--- config.mk ---
export PLATFORM = sky130hd
export DESIGN_NAME = logic_gates
export DESIGN_NICKNAME = d
export VERILOG_FILES = /design/src/rtl/logic_gates.sv
export SDC_FILE = /design/constraint.sdc
export NUM_CORES = 1
export LEC_CHECK = 0
export ABC_AREA = 0
export CELL_PAD_IN_SITES_DETAIL_PLACEMENT = 0
export CELL_PAD_IN_SITES_GLOBAL_PLACEMENT = 1
export CORE_AREA = 2 2 39 41
export DETAILED_ROUTE_END_ITERATION = 16
export DIE_AREA = 0 0 41 43
export GPL_TIMING_DRIVEN = 1
export MAX_ROUTING_LAYER = met4
export PLACE_DENSITY_LB_ADDON = 0.1
export SLEW_MARGIN = 0
export SYNTH_ARGS = -nofsm -noshare
export SYNTH_HDL_FRONTEND = slang
export SYNTH_SLANG_ARGS = --single-unit
--- constraint.sdc ---
create_clock -name clk -period 0.8 [get_ports clk]
set_input_delay 0.08 -clock clk [delete_from_list [all_inputs] [get_ports clk]]
set_output_delay 0.08 -clock clk [all_outputs]
set_load 0.02 [all_outputs]
--- src/rtl/logic_gates.sv ---
// Registered AND/OR/NOT gates with per-input synchronizer chains.
// Five asynchronous pins are synchronized, then combined into registered c, f, h.
module logic_gates #(
  parameter int unsigned SYNC_STAGES = 2
) (
  input  logic clk,
  input  logic rst_n,
  input  logic a,
  input  logic b,
  output logic c,
  input  logic d,
  input  logic e,
  output logic f,
  input  logic g,
  output logic h
);

  localparam int unsigned N_IN = 5;

  // Bit order of the synchronizer vector: {g, e, d, b, a}
  logic [N_IN-1:0] sync_q [SYNC_STAGES];
  logic [N_IN-1:0] pins_c;
  logic [N_IN-1:0] sync_c;

  assign pins_c = {g, e, d, b, a};
  assign sync_c = sync_q[SYNC_STAGES-1];

  // Synchronizer chains; every stage clears so no stale sample survives reset
  always_ff @(posedge clk or negedge rst_n) begin
    if (!rst_n) begin
      for (int i = 0; i < int'(SYNC_STAGES); i++) begin
        sync_q[i] <= '0;
      end
    end else begin
      sync_q[0] <= pins_c;
      for (int i = 1; i < int'(SYNC_STAGES); i++) begin
        sync_q[i] <= sync_q[i-1];
      end
    end
  end

  // Output registers; NOT of the cleared chain makes h come up 1 after reset
  always_ff @(posedge clk or negedge rst_n) begin
    if (!rst_n) begin
      c <= 1'b0;
      f <= 1'b0;
      h <= 1'b0;
    end else begin
      c <= sync_c[0] & sync_c[1];
      f <= sync_c[2] | sync_c[3];
      h <= ~sync_c[4];
    end
  end

endmodule

# --- Word level (Yosys, flattened, before mapping) ---
# Cells that the tools add are included.
classes:
  n_bitwise: 3
ops:
  columns: ["op", "count"]
  rows:
  - ["bitwise AND 1 bit", 1]
  - ["NOT 1 bit", 1]
  - ["bitwise OR 1 bit", 1]
totals:
  regBits: 13
  output_inout_bits: 3
  in_bits: 7
  word_cells: 8

# --- Logic depth before layout (Yosys ltp) ---
depth:
  ltp_word: 1
  mapped_depth: 1
  ltp_nobuf: 1

# --- Worst setup path before layout ---
# No wires, ideal clock.
synth_timing:
  path_type: "reg-to-reg"
  startpoint: "register sync_q (netlist bit sync_c[3])"
  endpoint: "register f"
  n_path_buf: 0
  path_stages_with_launch: 2
  path_slack_ns: 0.141
  t_arrival_ns: 0.535
  synth_period_minus_slack_ns: 0.659
  path_cell_list: "dfrtp_1 > or2_1"
synth_via:
  elab_chain_cells: 1
synth_lines:
  columns: ["item", "line_no", "text"]
  rows:
  - ["start, declared", "21", "logic [N_IN-1:0] sync_q [SYNC_STAGES];"]
  - ["start signal, assigned by index", "37", "sync_q[i] <= sync_q[i-1];"]
  - ["bitwise OR 1 bit", "50", "f <= sync_c[2] | sync_c[3];"]
  - ["end signal, assigned", "50", null]
  - ["end, declared", "13", "output logic f,"]
# Every way passes these cells.

# --- Worst setup path after layout ---
layout_timing:
  startpoint: "register h"
  endpoint: "output h"
layout_lines:
  columns: ["item", "line_no", "text"]
  rows:
  - ["start, declared", "15", "output logic h"]
  - ["start signal, assigned", "51", "h <= ~sync_c[4];"]
# No word-level cell between the ends.

==> impl_metrics.yaml <==
synthesis:
  syn_avg_cell_area_sq_um: 21.35
  synth_cells: 16
  syn_area_sq_um: 341.6
  synth_top_cell_area_share: 0.9524
  synthTopCellsByArea: "dfrtp_1, and2_1, or2_1"
  yosys.cell_types.count: 4
  ys_ff_latch: 13
  synth-seq-area-share: 0.9524
  synth_top_cell_by_area: "dfrtp_1"
  synth_warnings: 0
  synth_nets: 23
floorplanning:
  initial_core_util: 0.2468
  rows: 14
  coreArea_sq_um: 1384
  io_pins: 10
  die_y_um: 43
  die_w_um: 41
  die_area_sq_um: 1763
timing:
  relSlewSlack: 0.8967
  fin_crit_sh: 1.064
  drv_slew: 0
  fin_tns_setup_ps: -140.4
  setup_viol: 3
  fmax_mhz: 1175
  rsz0062_at_grt: "true"
  timing.final.ws_setup_ps: -51.01
  fin_worst_skew_ps: 3.594
  hold_viol: 0
  worst_slew_pin_slew_ps: 154.9
  layout_min_cycle_time_ps: 851.0
status:
  outcome: "complete, but fails checks"
  violations: "negative setup slack"
global_routing:
  grt_overflow: 0
  busiest_layer: "met4"
  grt_use_met2: 0.05000
  grt_max_degree: 14
  antenna_found_initial: 0
  grt_use_met3: 0.04712
  grt_pass1_wl_um: 503
  grt_pass1_vias: 123
  met1_usage: 0.05536
  grt_usage: 0.05579
route:
  drc: 0
  via_per_inst: 3.391
  routedWlPerCell_um: 7.935
  dr.pass1.iters: 2
  detail-route-antenna-nets: 0
  drt_iter0_markers: 2
  wirelength_um: 365
  vias: 156
critical_path:
  critical-path-top-delay-family: "flip-flops"
  crit_type: "register to primary output"
  crit_slowest_cell: "dfrtp_1"
  crit_fanout: 1
  critPathLaunchType: "register"
  arrival_ps: 770
  cp_data_required_time_ps: 720
  critical_path.max_stage_delay_ps: 380
  rr_worst_depth: 1
  cp.buffers_inverters: 1
  r2r-start: "sync_c[3]"
  worstPathCellList: "buf_6"
  r2r_slack_ps: 120
  r2r_end: "f"
  end_kind: "primary output"
clocking:
  cts_root_buf: "clkbuf_4"
  post-cts-setup-buffers: 0
  cts_tree: "built"
  cts_htree_levels: 1
  clk_pin_slew_ps: 70
  cts-buffers-inserted: 3
  clock_latency_ps: 260
  clock_path_buffers: 2
  cts.sinks: 13
power:
  p_sw_frac: 0.1887
  p_leak_nw: 0.2226
  internal_power_w: 0.0009277
  power.share.clock: 0.325
  cellPowerDensity_nw_per_um2: 2337
  p_comb_frac: 0.065
  ir_drop_uv: 1024
  seqPwrFrac: 0.611
  power_switching_w: 0.0002158
placed_design:
  portBuffers: 9
  hpwl_um: 258.7
  place_inst: 42
  gp_congestion: 0.5614
cells_and_area:
  num_antenna_cells: 0
  post-route-util: 0.3535
  drive_above_1_share: 0.2333
  fillers: 135
  fin_nets: 38
  area_growth_pct: 43.22
  stdcell_count: 46
  final_common_cell: "dfrtp_1"
  final_cell_mix: "dfrtp_1, clkdlybuf4s50_1, clkbuf_4, buf_6"
job:
  drv_cap: 0
hold_path:
  hp-class: "input pin to asynchronous set/reset pin"
==> kinds of logic (layout without fill, tap and decap cells) <==
kind of cell           Yosys count  after routing  synth area share
flip-flops                      13             13            0.9524
AND/OR/NAND/NOR                  2              2           0.03665
buffers and inverters            1             15           0.01098
==> metal layers <==
metal,vias up,wire (um),part of all wire
li1,76,-,-
met5,-,0,0
met2,10,176,0.48
met1,70,140,0.38
met4,0,0,0
met3,0,47,0.13
==> area by class of cell <==
type | count | area, sq um | area share
Multi-Input combinational cell | 2 | 12.51 | 0.02558
Timing Repair Buffer | 10 | 101.3 | 0.2072
Clock buffer | 4 | 26.28 | 0.05371
Inverter | 1 | 3.754 | 0.007673
Sequential cell | 13 | 325.3 | 0.6650
Tap cell | 16 | 20.02 | 0.04092
==> power groups by stage <==
stage,Combinational [W],Clock [W],Sequential (W)
finish,0.0000742,0.000371,0.000698
global route,0.0000822,0.000425,0.000701
CTS,0.0000766,0.000394,0.000698
detailed placement,0.0000747,0,0.000710
global placement,0.0000727,0,0.000708
floorplan,0.00000394,0,0.000719
==> synth_stat cells <==
cell	instances
inv_1	1
dfrtp_1	13
or2_1	1
and2_1	1
==> state kept, by name, summed over array words and instances (netlist names) <==
| signal | count |
|---|---|
| h | 1 |
| f | 1 |
| sync_c | 5 |
| sync_q | 5 |
| c | 1 |
==> worst max-delay path by stage <==
stage,from,end,cells past startpoint
after floorplan,sync_c[3],f,1
after CTS,h,h,1
after global placement,f,f,1
after global routing,c,c,1
after detailed placement,h,h,1
final,h,h,1
==> timing repair <==
action,4_1_cts,5_1_grt
resized for setup,18,0
cloned,0,0
endpoints found under the setup margin,3,3
hold buffers,0,0
==> stage by stage <==
stage	hold slack [ps]	instance area, sq um	setup WS, ps	total power [W]
floorplan	-215.6	341.6	141.2	0.0007226
global placement	333.2	459.2	-176.1	0.0007811
detailed placement	335.5	459.2	-188.6	0.0007845
CTS	112.0	489.2	-67.77	0.001169
global route	121.5	489.2	-88.38	0.001208
finish	113.6	489.2	-51.01	0.001144
No activity file was read; power rests on OpenSTA's default activity.
